===== src/rtl/mem_arbiter_pkg.sv =====
// Shared types and constants for the IF/MEM unified-memory arbiter.
package mem_arbiter_pkg;

    localparam int unsigned DEFAULT_TIMEOUT = 16;
    // Widest byte address the registered request can carry.
    localparam int unsigned MAX_ADDR_W      = 32;

    typedef enum logic [1:0] {
        IDLE,
        BUSY_IF,
        BUSY_DM
    } arb_state_type;

    // Registered memory-side request, held stable while a transaction is open.
    typedef struct packed {
        logic [MAX_ADDR_W-1:0] addr;
        logic [31:0]           wdata;
        logic                  we;
    } mem_req_type;

endpackage


===== src/rtl/mem_arbiter_wait_timer.sv =====
// Saturating BUSY-cycle counter; flags the cycle in which the wait limit is reached.
module wait_timer
    import mem_arbiter_pkg::*;
#(
    parameter int unsigned LIMIT = DEFAULT_TIMEOUT
) (
    input  logic clk_i,
    input  logic reset_i,
    input  logic clr_i,
    input  logic en_i,
    output logic expired_o
);

    localparam int unsigned W = $clog2(LIMIT + 1);
    localparam logic [W-1:0] CNT_MAX  = W'(LIMIT);
    localparam logic [W-1:0] CNT_LAST = W'(LIMIT - 1);

    logic [W-1:0] cnt_q, cnt_d;

    // Clear wins over count; the count never wraps past LIMIT.
    always_comb begin
        cnt_d = cnt_q;
        if (clr_i) begin
            cnt_d = '0;
        end else if (en_i && (cnt_q != CNT_MAX)) begin
            cnt_d = cnt_q + W'(1);
        end
    end

    // Counter register.
    always_ff @(posedge clk_i) begin
        if (reset_i) begin
            cnt_q <= '0;
        end else begin
            cnt_q <= cnt_d;
        end
    end

    // cnt_q holds the number of earlier BUSY cycles, so the LIMIT-th BUSY cycle
    // is the one that sees cnt_q == LIMIT-1.
    assign expired_o = en_i && (cnt_q >= CNT_LAST);

endmodule


===== src/rtl/mem_arbiter.sv =====
// Fixed-priority arbiter sharing one single-port memory between IF and MEM stages.
module mem_arbiter
    import mem_arbiter_pkg::*;
#(
    parameter int unsigned ADDR_W         = 32,
    parameter int unsigned TIMEOUT_CYCLES = DEFAULT_TIMEOUT
) (
    input  logic              clk,
    input  logic              reset,
    input  logic              if_req,
    input  logic [ADDR_W-1:0] if_addr,
    output logic [31:0]       if_rdata,
    output logic              if_valid,
    input  logic              dm_req,
    input  logic              dm_we,
    input  logic [ADDR_W-1:0] dm_addr,
    input  logic [31:0]       dm_wdata,
    output logic [31:0]       dm_rdata,
    output logic              dm_valid,
    output logic              mem_req,
    output logic              mem_we,
    output logic [ADDR_W-1:0] mem_addr,
    output logic [31:0]       mem_wdata,
    input  logic [31:0]       mem_rdata,
    input  logic              mem_ready,
    output logic              stall_if,
    output logic              stall_pipe,
    output logic              timeout_err
);

    arb_state_type state_q, state_d;
    mem_req_type   req_q, req_d;
    logic          mem_req_q, mem_req_d;
    logic          if_valid_q, if_valid_d;
    logic          dm_valid_q, dm_valid_d;
    logic [31:0]   if_rdata_q, if_rdata_d;
    logic [31:0]   dm_rdata_q, dm_rdata_d;
    logic          err_q, err_d;
    logic          finish;
    logic          expired;

    wait_timer #(
        .LIMIT (TIMEOUT_CYCLES)
    ) u_wait_timer (
        .clk_i     (clk),
        .reset_i   (reset),
        .clr_i     ((state_q == IDLE) || finish),
        .en_i      (state_q != IDLE),
        .expired_o (expired)
    );

    // Arbitration, handshake sequencing and completion/abort bookkeeping.
    always_comb begin
        state_d    = state_q;
        req_d      = req_q;
        mem_req_d  = mem_req_q;
        if_valid_d = 1'b0;
        dm_valid_d = 1'b0;
        if_rdata_d = if_rdata_q;
        dm_rdata_d = dm_rdata_q;
        err_d      = err_q;
        finish     = 1'b0;
        case (state_q)
            IDLE: begin
                // A port whose valid is showing this cycle is still holding its
                // old request, so it must not be granted again.
                if (dm_req && !dm_valid_q) begin
                    req_d.addr  = MAX_ADDR_W'(dm_addr);
                    req_d.wdata = dm_wdata;
                    req_d.we    = dm_we;
                    mem_req_d   = 1'b1;
                    state_d     = BUSY_DM;
                end else if (if_req && !if_valid_q) begin
                    req_d.addr  = MAX_ADDR_W'(if_addr);
                    req_d.wdata = '0;
                    req_d.we    = 1'b0;
                    mem_req_d   = 1'b1;
                    state_d     = BUSY_IF;
                end
            end
            BUSY_IF, BUSY_DM: begin
                // mem_ready takes precedence over an expiry in the same cycle.
                if (mem_ready || expired) begin
                    finish    = 1'b1;
                    mem_req_d = 1'b0;
                    req_d.we  = 1'b0;
                    state_d   = IDLE;
                    if (!mem_ready) begin
                        err_d = 1'b1;
                    end
                    if (state_q == BUSY_IF) begin
                        if_valid_d = 1'b1;
                        if_rdata_d = mem_ready ? mem_rdata : '0;
                    end else begin
                        dm_valid_d = 1'b1;
                        dm_rdata_d = mem_ready ? mem_rdata : '0;
                    end
                end
            end
            default: begin
                state_d   = IDLE;
                mem_req_d = 1'b0;
            end
        endcase
    end

    // State and output registers.
    always_ff @(posedge clk) begin
        if (reset) begin
            state_q    <= IDLE;
            req_q      <= '0;
            mem_req_q  <= 1'b0;
            if_valid_q <= 1'b0;
            dm_valid_q <= 1'b0;
            if_rdata_q <= '0;
            dm_rdata_q <= '0;
            err_q      <= 1'b0;
        end else begin
            state_q    <= state_d;
            req_q      <= req_d;
            mem_req_q  <= mem_req_d;
            if_valid_q <= if_valid_d;
            dm_valid_q <= dm_valid_d;
            if_rdata_q <= if_rdata_d;
            dm_rdata_q <= dm_rdata_d;
            err_q      <= err_d;
        end
    end

    assign mem_req     = mem_req_q;
    assign mem_we      = req_q.we;
    assign mem_addr    = req_q.addr[ADDR_W-1:0];
    assign mem_wdata   = req_q.wdata;
    assign if_valid    = if_valid_q;
    assign if_rdata    = if_rdata_q;
    assign dm_valid    = dm_valid_q;
    assign dm_rdata    = dm_rdata_q;
    assign timeout_err = err_q;

    assign stall_pipe  = dm_req & ~dm_valid_q;
    assign stall_if    = (if_req & ~if_valid_q) | stall_pipe;

endmodule


===== config.mk =====
export PLATFORM = sky130hd
export DESIGN_NAME = mem_arbiter
export DESIGN_NICKNAME = d
export VERILOG_FILES = /design/src/rtl/mem_arbiter_pkg.sv /design/src/rtl/mem_arbiter_wait_timer.sv /design/src/rtl/mem_arbiter.sv
export SDC_FILE = /design/constraint.sdc
export NUM_CORES = 1
export LEC_CHECK = 0
export ABC_AREA = 1
export CORE_ASPECT_RATIO = 0.7
export CORE_UTILIZATION = 38
export CTS_CLUSTER_DIAMETER = 40
export DETAILED_ROUTE_END_ITERATION = 8
export PLACE_DENSITY = 0.77
export SLEW_MARGIN = 40
export SYNTH_ARGS = -nofsm -noshare
export SYNTH_HDL_FRONTEND = slang
export SYNTH_HIERARCHICAL = 1
export SYNTH_SLANG_ARGS = --single-unit

===== constraint.sdc =====
create_clock -name clk -period 1.9 [get_ports clk]
set_clock_uncertainty 0.2 [all_clocks]
set_input_delay 0.57 -clock clk [delete_from_list [all_inputs] [get_ports clk]]
set_output_delay 0.57 -clock clk [all_outputs]
set_load 0.02 [all_outputs]

==> run summary, run 1 <==
The residual antenna-violating net count after detailed routing is 0. In the finished design, the share of the clock period the worst path needs comes to 113%. The number of synthesized register bits is 140. Clock-pin slew was measured on the worst setup and hold paths at 0.06 ns.

The most instantiated flip-flop cell in the synthesis netlist is dfxtp_1. The number of cells on the worst reg-to-reg path is 13. The buffer levels on the longest clock path came out at 2. Once placement finished, the instance area stood at around 0.0089 mm^2. In this run the worst hold path is classified as in2reg. The clock sink count is 140. The cell sitting at the root of the clock tree is a clkbuf_16. The number of synthesized flops with an enable pin came out at 0. The number of instances on the worst hold path is 2. The path with the worst hold slack has its endpoint at if_valid$_SDFF_PP0_.

The number of hold buffers added after CTS was 0. The tightest slew margin relative to the limit is about 74%. Global routing finished with a remaining overflow of 0.

The synthesized cell area came out at 0.00591 mm^2. The worst register-to-register path has a setup slack of -0.24 ns. The count of pins on the block boundary is 269. The total power density per cell area is 932 mW/mm^2.

The peak clock frequency supported by timing came out at 467 MHz. The layout net count is 1,244. The worst hold path begins at reset.

In this design, the stage delay of the slowest critical-path cell is approximately 0.35 ns. The synthesis-to-finish area growth came out at 64.6%. STA classifies the critical path endpoint as a register. Setup total negative slack on the finished layout was measured at -11.96 ns. The floorplan step defined a core boundary enclosing 0.0150 mm^2. The half-perimeter wire length after placement came out at 13,000 um. The critical path in this run is classified as reg2reg. The die area came out at 0.0161 mm^2. After detailed routing, the average wire length per cell comes to ~15 um.

After detailed routing, the number of vias per cell comes to 4.77. The startpoint of the worst register-to-register path is u_wait_timer/cnt_q[1]$_SDFFE_PP0P_. STA classifies the critical path startpoint as a register.

For this run, design rule violations remaining after detail routing come to 0. The data arrival time of the worst path came out at 2.23 ns. The final weighted congestion in routability-driven placement is 0.810. The run finished, with violations left. Walking the worst path, the cells encountered are ha_4 > nand2_2 > nor2_2 > ha_2 > nor3_2 > nor2_2 > nor2_4 > nor2_8 > nand2_4 > buf_12 > clkbuf_16 > nand2_2 > a21oi_2. The largest net degree at the start of global routing is 48.

IR analysis of the VDD net gives a maximum drop of 0.586 mV. For this run, asynchronously set or reset flops after synthesis account for 0%. The total wire length came out at 19,200 um. The pin slew with the least headroom to its limit is a little under 0.4 ns.

Setup repair after global routing could not meet its margin everywhere. Across the run, the number of max-cap violations was 0. The detailed-router iteration count before antenna repair is 5. The number of antenna violations at the first check in global routing is 0. The total number of vias came out at 6,247. The max-slew violation count came out at 0.

Once the floorplan was initialized, standard cells occupied about two fifths of the core. The net count after synthesis came out at between 900 and 1,000. Summed over all cells, the static leakage comes to 4.42 nW. The total clock buffers created by CTS is 17. The final-report hold violation count came to 0. The DRC marker count from the first detailed-route iteration is 288. The via count of the first global-routing pass came out at approximately 5,800.

Clock latency on the worst-skew pair, taken at its later pin, is about 0.40 ns. The capture point of the worst reg-to-reg path is dm_rdata[18]$_SDFFE_PP0P_. The number of different library cells in the post-synthesis netlist came out at 27. The proportion of layout cells with a drive suffix above 1 is 14.7%. The time the worst path needs with I/O delays and setup came out at around 2.1 ns. The first-pass GRT wire length is around 30,000 um. TritonCTS built the clock tree. The cell count after synthesis came out at 830. The count of input and output buffers is 268. The die boundary width came out at around 150 um. The average instance area after synthesis is 7.12 um^2. The maximum level of the CTS H-tree came out at 4. The smallest setup slack after layout came out at -0.242 ns.

The share of synthesized area occupied by flip-flops and latches came out at 47.4%. The die is 106 um tall. Of all nets on the critical path, the largest fanout is 4. The required time at the worst-slack endpoint came out at 1.98 ns.

The final reports fail on setup timing. The count of warnings emitted by yosys is 6. The total global routing track utilization came out at 23.4%.

The final setup violation count is slightly above 70. The slowest stage of the critical path is the dfxtp_2 cell. The total number of placement rows came out at 37. The finished layout cell area came out at 0.00973 mm^2. 0 antenna diodes ended up in the layout.
-- Yosys cell counts, types with 4 or more instances --
master / instances / share of area (%)
inv_2: 4 / 0.25
inv_1: 47 / 3.0
dfxtp_1: 140 / 47
buf_6: 7 / 1.3
nand2_4: 5 / 0.95
a21oi_1: 135 / 11
nand2_1: 340 / 22
o21ai_0: 22 / 1.9
buf_2: 13 / 1.1
o21ai_1: 11 / 0.93
clkbuf_1: 17 / 1.1
buf_4: 15 / 1.9
nand3_1: 11 / 0.93
nor2_1: 39 / 2.5
ha_1: 7 / 1.5
-- per-stage QoR --
step	power, mW	hold WS (ns)	util (%)	worst slack [ns]	cells
6_report	9.07	0.217	65.1	-0.242	1311
5_1_grt	9.47	0.200	65.1	-0.326	1311
4_1_cts	9.04	0.207	64.1	-0.211	1310
3_5_place_dp	5.79	0.253	59.5	-0.761	1269
3_3_place_gp	5.76	0.248	59.5	-0.776	1269
2_1_floorplan	4.73	0.252	-	-0.0553	830
-- sequential cells by signal, summed over array words and instances (netlist names) --
name,cells
state_q,2
mem_addr,32
if_rdata,32
dm_rdata,32
mem_wdata,32
dm_valid,1
u_wait_timer/cnt_q,5
mem_req,1
if_valid,1
mem_we,1
timeout_err,1
-- critical path: cells and delay by family, from the launching register on --
family	cells	cell delay, ns
flops	1	0.35
buf+inv	2	0.32
simple gates	8	0.78
fa+ha+maj	2	0.31
compound gates	1	0.05
-- area by class of cell --
| type | count | area, um^2 |
|---|---|---|
| clock buffers | 19 | 433 |
| clock inverters | 13 | 141 |
| fillers | 1367 | 5220 |
| inverters | 52 | 208 |
| multi-input cells | 585 | 2820 |
| flip-flops and latches | 140 | 2810 |
| well taps | 195 | 244 |
| repair buffers | 307 | 3080 |
-- power breakdown --
group | switching (mW) | internal (mW)
sequential | 0.134 | 3.20
clock | 1.32 | 1.95
combinational | 1.40 | 1.07
total | 2.85 | 6.21
-- cells by family (layout without fill, tap and decap cells) --
| kind of cell | after synthesis | after routing | synth area share, % |
|---|---|---|---|
| AND/OR/NAND/NOR | 408 | 408 | 27.8 |
| AO/OA/AOI/OAI | 169 | 169 | 14.4 |
| flip-flops | 140 | 140 | 47.4 |
| buffers and inverters | 105 | 391 | 8.81 |
| adder cells (fa/ha/maj) | 7 | 7 | 1.48 |
| XOR/XNOR | 1 | 1 | 0.148 |
-- per-layer routing --
metal | track usage [%] | part of all wire [%] | vias to the layer above
met5 | 0 | 0 | -
met1 | 29.9 | 45 | 2865
met2 | 37.6 | 46 | 195
li1 | - | - | 3158
met3 | 6.27 | 7.6 | 29
met4 | 8.71 | 1.9 | 0
-- worst max path at each step --
stage,depth (start not counted),endpoint,startpoint
global placement,4,stall_pipe,dm_req
detailed placement,4,stall_pipe,dm_req
CTS,14,dm_rdata[28]$_SDFFE_PP0P_,u_wait_timer/cnt_q[0]$_SDFFE_PP0P_
finish,13,dm_rdata[18]$_SDFFE_PP0P_,u_wait_timer/cnt_q[1]$_SDFFE_PP0P_
floorplan,14,u_wait_timer/cnt_q[4]$_SDFFE_PP0P_,u_wait_timer/cnt_q[0]$_SDFFE_PP0P_
global route,13,dm_rdata[26]$_SDFFE_PP0P_,u_wait_timer/cnt_q[1]$_SDFFE_PP0P_
-- layout by cell type (no fill, tap or decap), types with 5 or more instances in the layout --
master and n:
o21ai_0 21, clkdlybuf4s50_1 130, nor2_1 36, buf_4 20, dlygate4sd2_1 83, clkbuf_16 18
dfxtp_1 135, dfxtp_2 5, clkbuf_2 11, nand2_4 13, buf_12 12, a21oi_2 18
inv_2 6, clkdlybuf4s15_1 41, a21oi_1 117, nand2_1 314, inv_1 43, nand3_1 11
nand2_2 19, inv_6 5, o21ai_1 11
-- what timing repair did --
action,CTS,global route
resized for setup,184,101
cloned,5,1
setup endpoints to repair,272,129
setup buffers,5,2
pin swaps,13,9
No activity file was read; power rests on OpenSTA's default activity.
==> inputs of run 2 (changes only) <==
Settings changed: CORE_MARGIN from default to 2.
==> run summary, run 2 (same netlist as run 1, synthesis figures left out) <==
The final setup violation count came out at 72 (unchanged). The final weighted congestion in routability-driven placement came out at 0.794 (-1.9%). The flow ran to the end, but the final reports show violations. The pin slew with the least headroom to its limit is 0.429 ns (+0.0437 ns).

The topmost layer with routed signal wires is met4. Setup repair after global routing could not meet its margin everywhere. The total wire length is 19,000 um (-1.4%). The number of maximum-capacitance constraint violations came out at 0 (unchanged). The max-slew violation count was 0 (unchanged).

The clock sink count came out at 140 (unchanged). The final reports fail on setup timing. The time the worst path needs with I/O delays and setup is 2.10 ns (-0.0466 ns). The antenna diode count is 0 (unchanged). The maximum level of the CTS H-tree is 4 (unchanged).

Leaving out fill and tap cells, the most frequent cell in the layout is nand2_1. The count of hold-fix buffers inserted at cts came out at 0 (unchanged). The detailed-router iteration count before antenna repair is 4 (-1).

The largest vdd supply drop was 0.625 mV (+6.8%). The vertical die dimension came to 108 um (+1.9%). The nature of the critical path endpoint is a register. The die area was 0.0166 mm^2 (+3.2%). The post-layout total power came out at 8.90 mW (-1.8%). The highest fanout seen on the critical path came out at 3 (-1).

The proportion of layout cells with a drive suffix above 1 came to 16.4% (+1.7 points). The residual antenna-violating net count after detailed routing came out at 0 (unchanged). The count of input and output buffers is 268 (unchanged). The post-route DRC violation count was 0 (unchanged). The via density per instance came out at 4.71 (-1.2%). The layout net count is 1,245 (+0.080%). The peak clock frequency supported by timing came out at 477 MHz (+2.2%). TritonCTS built the clock tree.

The area of all sequential standard cells came out at 0.00281 mm^2 (about the same). The clock transition at the registers of the reported paths is 0.06 ns (about the same). The core area came out at 0.0154 mm^2 (+2.7%). The period utilization is 110% (-2.5 points). The number of standard cells in the layout, taps in and fillers out came out at 1,317 (+0.46%). The required time at the worst-slack endpoint came out at 2.05 ns (+0.07 ns). The area used by multi-input combinational logic is 0.00291 mm^2 (+3.4%). The initial cell density of the core is 38.5% (-1.0 points).

The total number of vias came to 6,198 (-0.78%). The sum of overflow across all layers after global routing was 0 (unchanged). The finished layout cell area is 0.00975 mm^2 (+0.22%). In the layout the commonest cells are nand2_1, dfxtp_1, clkdlybuf4s50_1.

The total number of placement rows came out at 38 (+2.7%). The half-perimeter wire length after placement came out at 13,300 um (+2.1%). The via count of the first global-routing pass is 5,842 (+0.50%).

The clock network latency to the later pin of the worst-skew pair came out at 0.40 ns (about the same). The total clock buffers created by CTS was 17 (unchanged). The wire length on met2 is 8740 um (-0.39%). The post-detailed-placement cell area is 0.00892 mm^2 (+0.30%). The first-pass GRT wire length came to 29,500 um (+0.21%). The data arrival time of the worst path came out at 2.25 ns (+0.02 ns). STA classifies the critical path startpoint as a register.

The count of pins on the block boundary is 269 (unchanged). The length of routed wiring on met1 is 8410 um (-2.7%). The largest net degree at the start of global routing came out at 38 (-21%). The leakage dissipation is 4.48 nW (+1.4%).

The minimum hold slack is 0.216 ns (-0.00170 ns). In this run the worst hold path is classified as in2reg. The tree is rooted in a clkbuf_16.

The final-report hold violation count came out at 0 (unchanged). The number of inserted filler cells in the final layout is 1,393 (+1.9%). The tightest slew margin relative to the limit is 71.4% (-2.9 points).

The die boundary width came out at 153 um (+1.3%). The number of antenna violations at the first check in global routing came out at 0 (unchanged). The total global routing track utilization is 21.9% (-1.5 points). The total power density per cell area came out at 913 mW/mm^2 (-2.0%). The area growth from synthesis to layout is 65.0%. The setup total negative slack is -9.87 ns (+2.08 ns). The number of placed instances with taps included is 1,280 (+0.87%). The average routed wire per standard cell is 14.4 um (-1.8%). The buffer levels on the longest clock path came out at 2 (unchanged). The final core area utilization was 63.5% (-1.6 points). The setup path with the least slack is of type reg2reg. The placement-stage worst setup slack is -0.735 ns (+0.0262 ns).

The met3 wire length is 1480 um (+2.0%). The smallest setup slack after layout is -0.196 ns (+0.0466 ns). The DRC marker count from the first detailed-route iteration was 345 (+20%).
[run 2: cell count changes in the layout (fill, tap and decap cells not counted), moves of 4 or more]
cell,previous run,this run
inv_8,0,4
nand2_4,13,18
buf_12,12,8
clkdlybuf4s15_1,41,48
nand2_2,19,15
a21oi_1,117,103
dlygate4sd2_1,83,75
a21oi_2,18,32
buf_4,20,26
[run 2: worst paths after layout]
path                                           start                                 end  slack (ns)  cells after the start
setup / recovery  u_wait_timer/cnt_q[1]$_SDFFE_PP0P_  u_wait_timer/cnt_q[4]$_SDFFE_PP0P_       -0.20                     14
setup reg to reg  u_wait_timer/cnt_q[1]$_SDFFE_PP0P_  u_wait_timer/cnt_q[4]$_SDFFE_PP0P_       -0.20                     14
hold reg to reg           mem_wdata[22]$_SDFFE_PP0P_          mem_wdata[22]$_SDFFE_PP0P_        0.26                      2
hold / removal                                 reset             state_q[0]$_SDFFE_PP0P_        0.22                      2
[run 2: what timing repair did]
action                                  CTS  global route
pin swaps                                15            18
buffers inserted                          3             0
cloned                                    1             2
endpoints found under the hold margin     0             0
gates resized for setup                 191           118
endpoints found under the setup margin  274           178
[run 2: layout make-up]
cell class                      instances  share of cell area [%]
Multi-Input combinational cell        585                    29.9
Clock buffer                           18                    4.50
Clock inverter                         14                    1.28
Timing Repair Buffer                  308                    30.8
Sequential cell                       140                    28.8
Tap cell                              200                    2.57
Inverter                               52                    2.16
[run 2: power breakdown]
group	internal, mW	switching (mW)
sequential	3.20	0.132
clock	1.76	1.39
combinational	1.03	1.39
[run 2: metal layers]
| layer | up-vias | track usage (%) |
|---|---|---|
| li1 | 3159 | - |
| met1 | 2816 | 27.9 |
| met2 | 199 | 35.8 |
| met3 | 24 | 7.21 |
| met4 | 0 | 6.22 |
| met5 | - | 0 |
[run 2: critical path, stage by stage, from the launching register on]
cell and delay (ns):
dfxtp_2 0.34, ha_4 0.16, nand2_2 0.06, nor2_2 0.04, ha_2 0.19, nor3_4 0.13
nor2_2 0.08, nor2_4 0.17, nor2_8 0.06, or2_4 0.23, nor2_4 0.11, inv_2 0.07
a21oi_2 0.10, nand2_1 0.06, inv_1 0.04
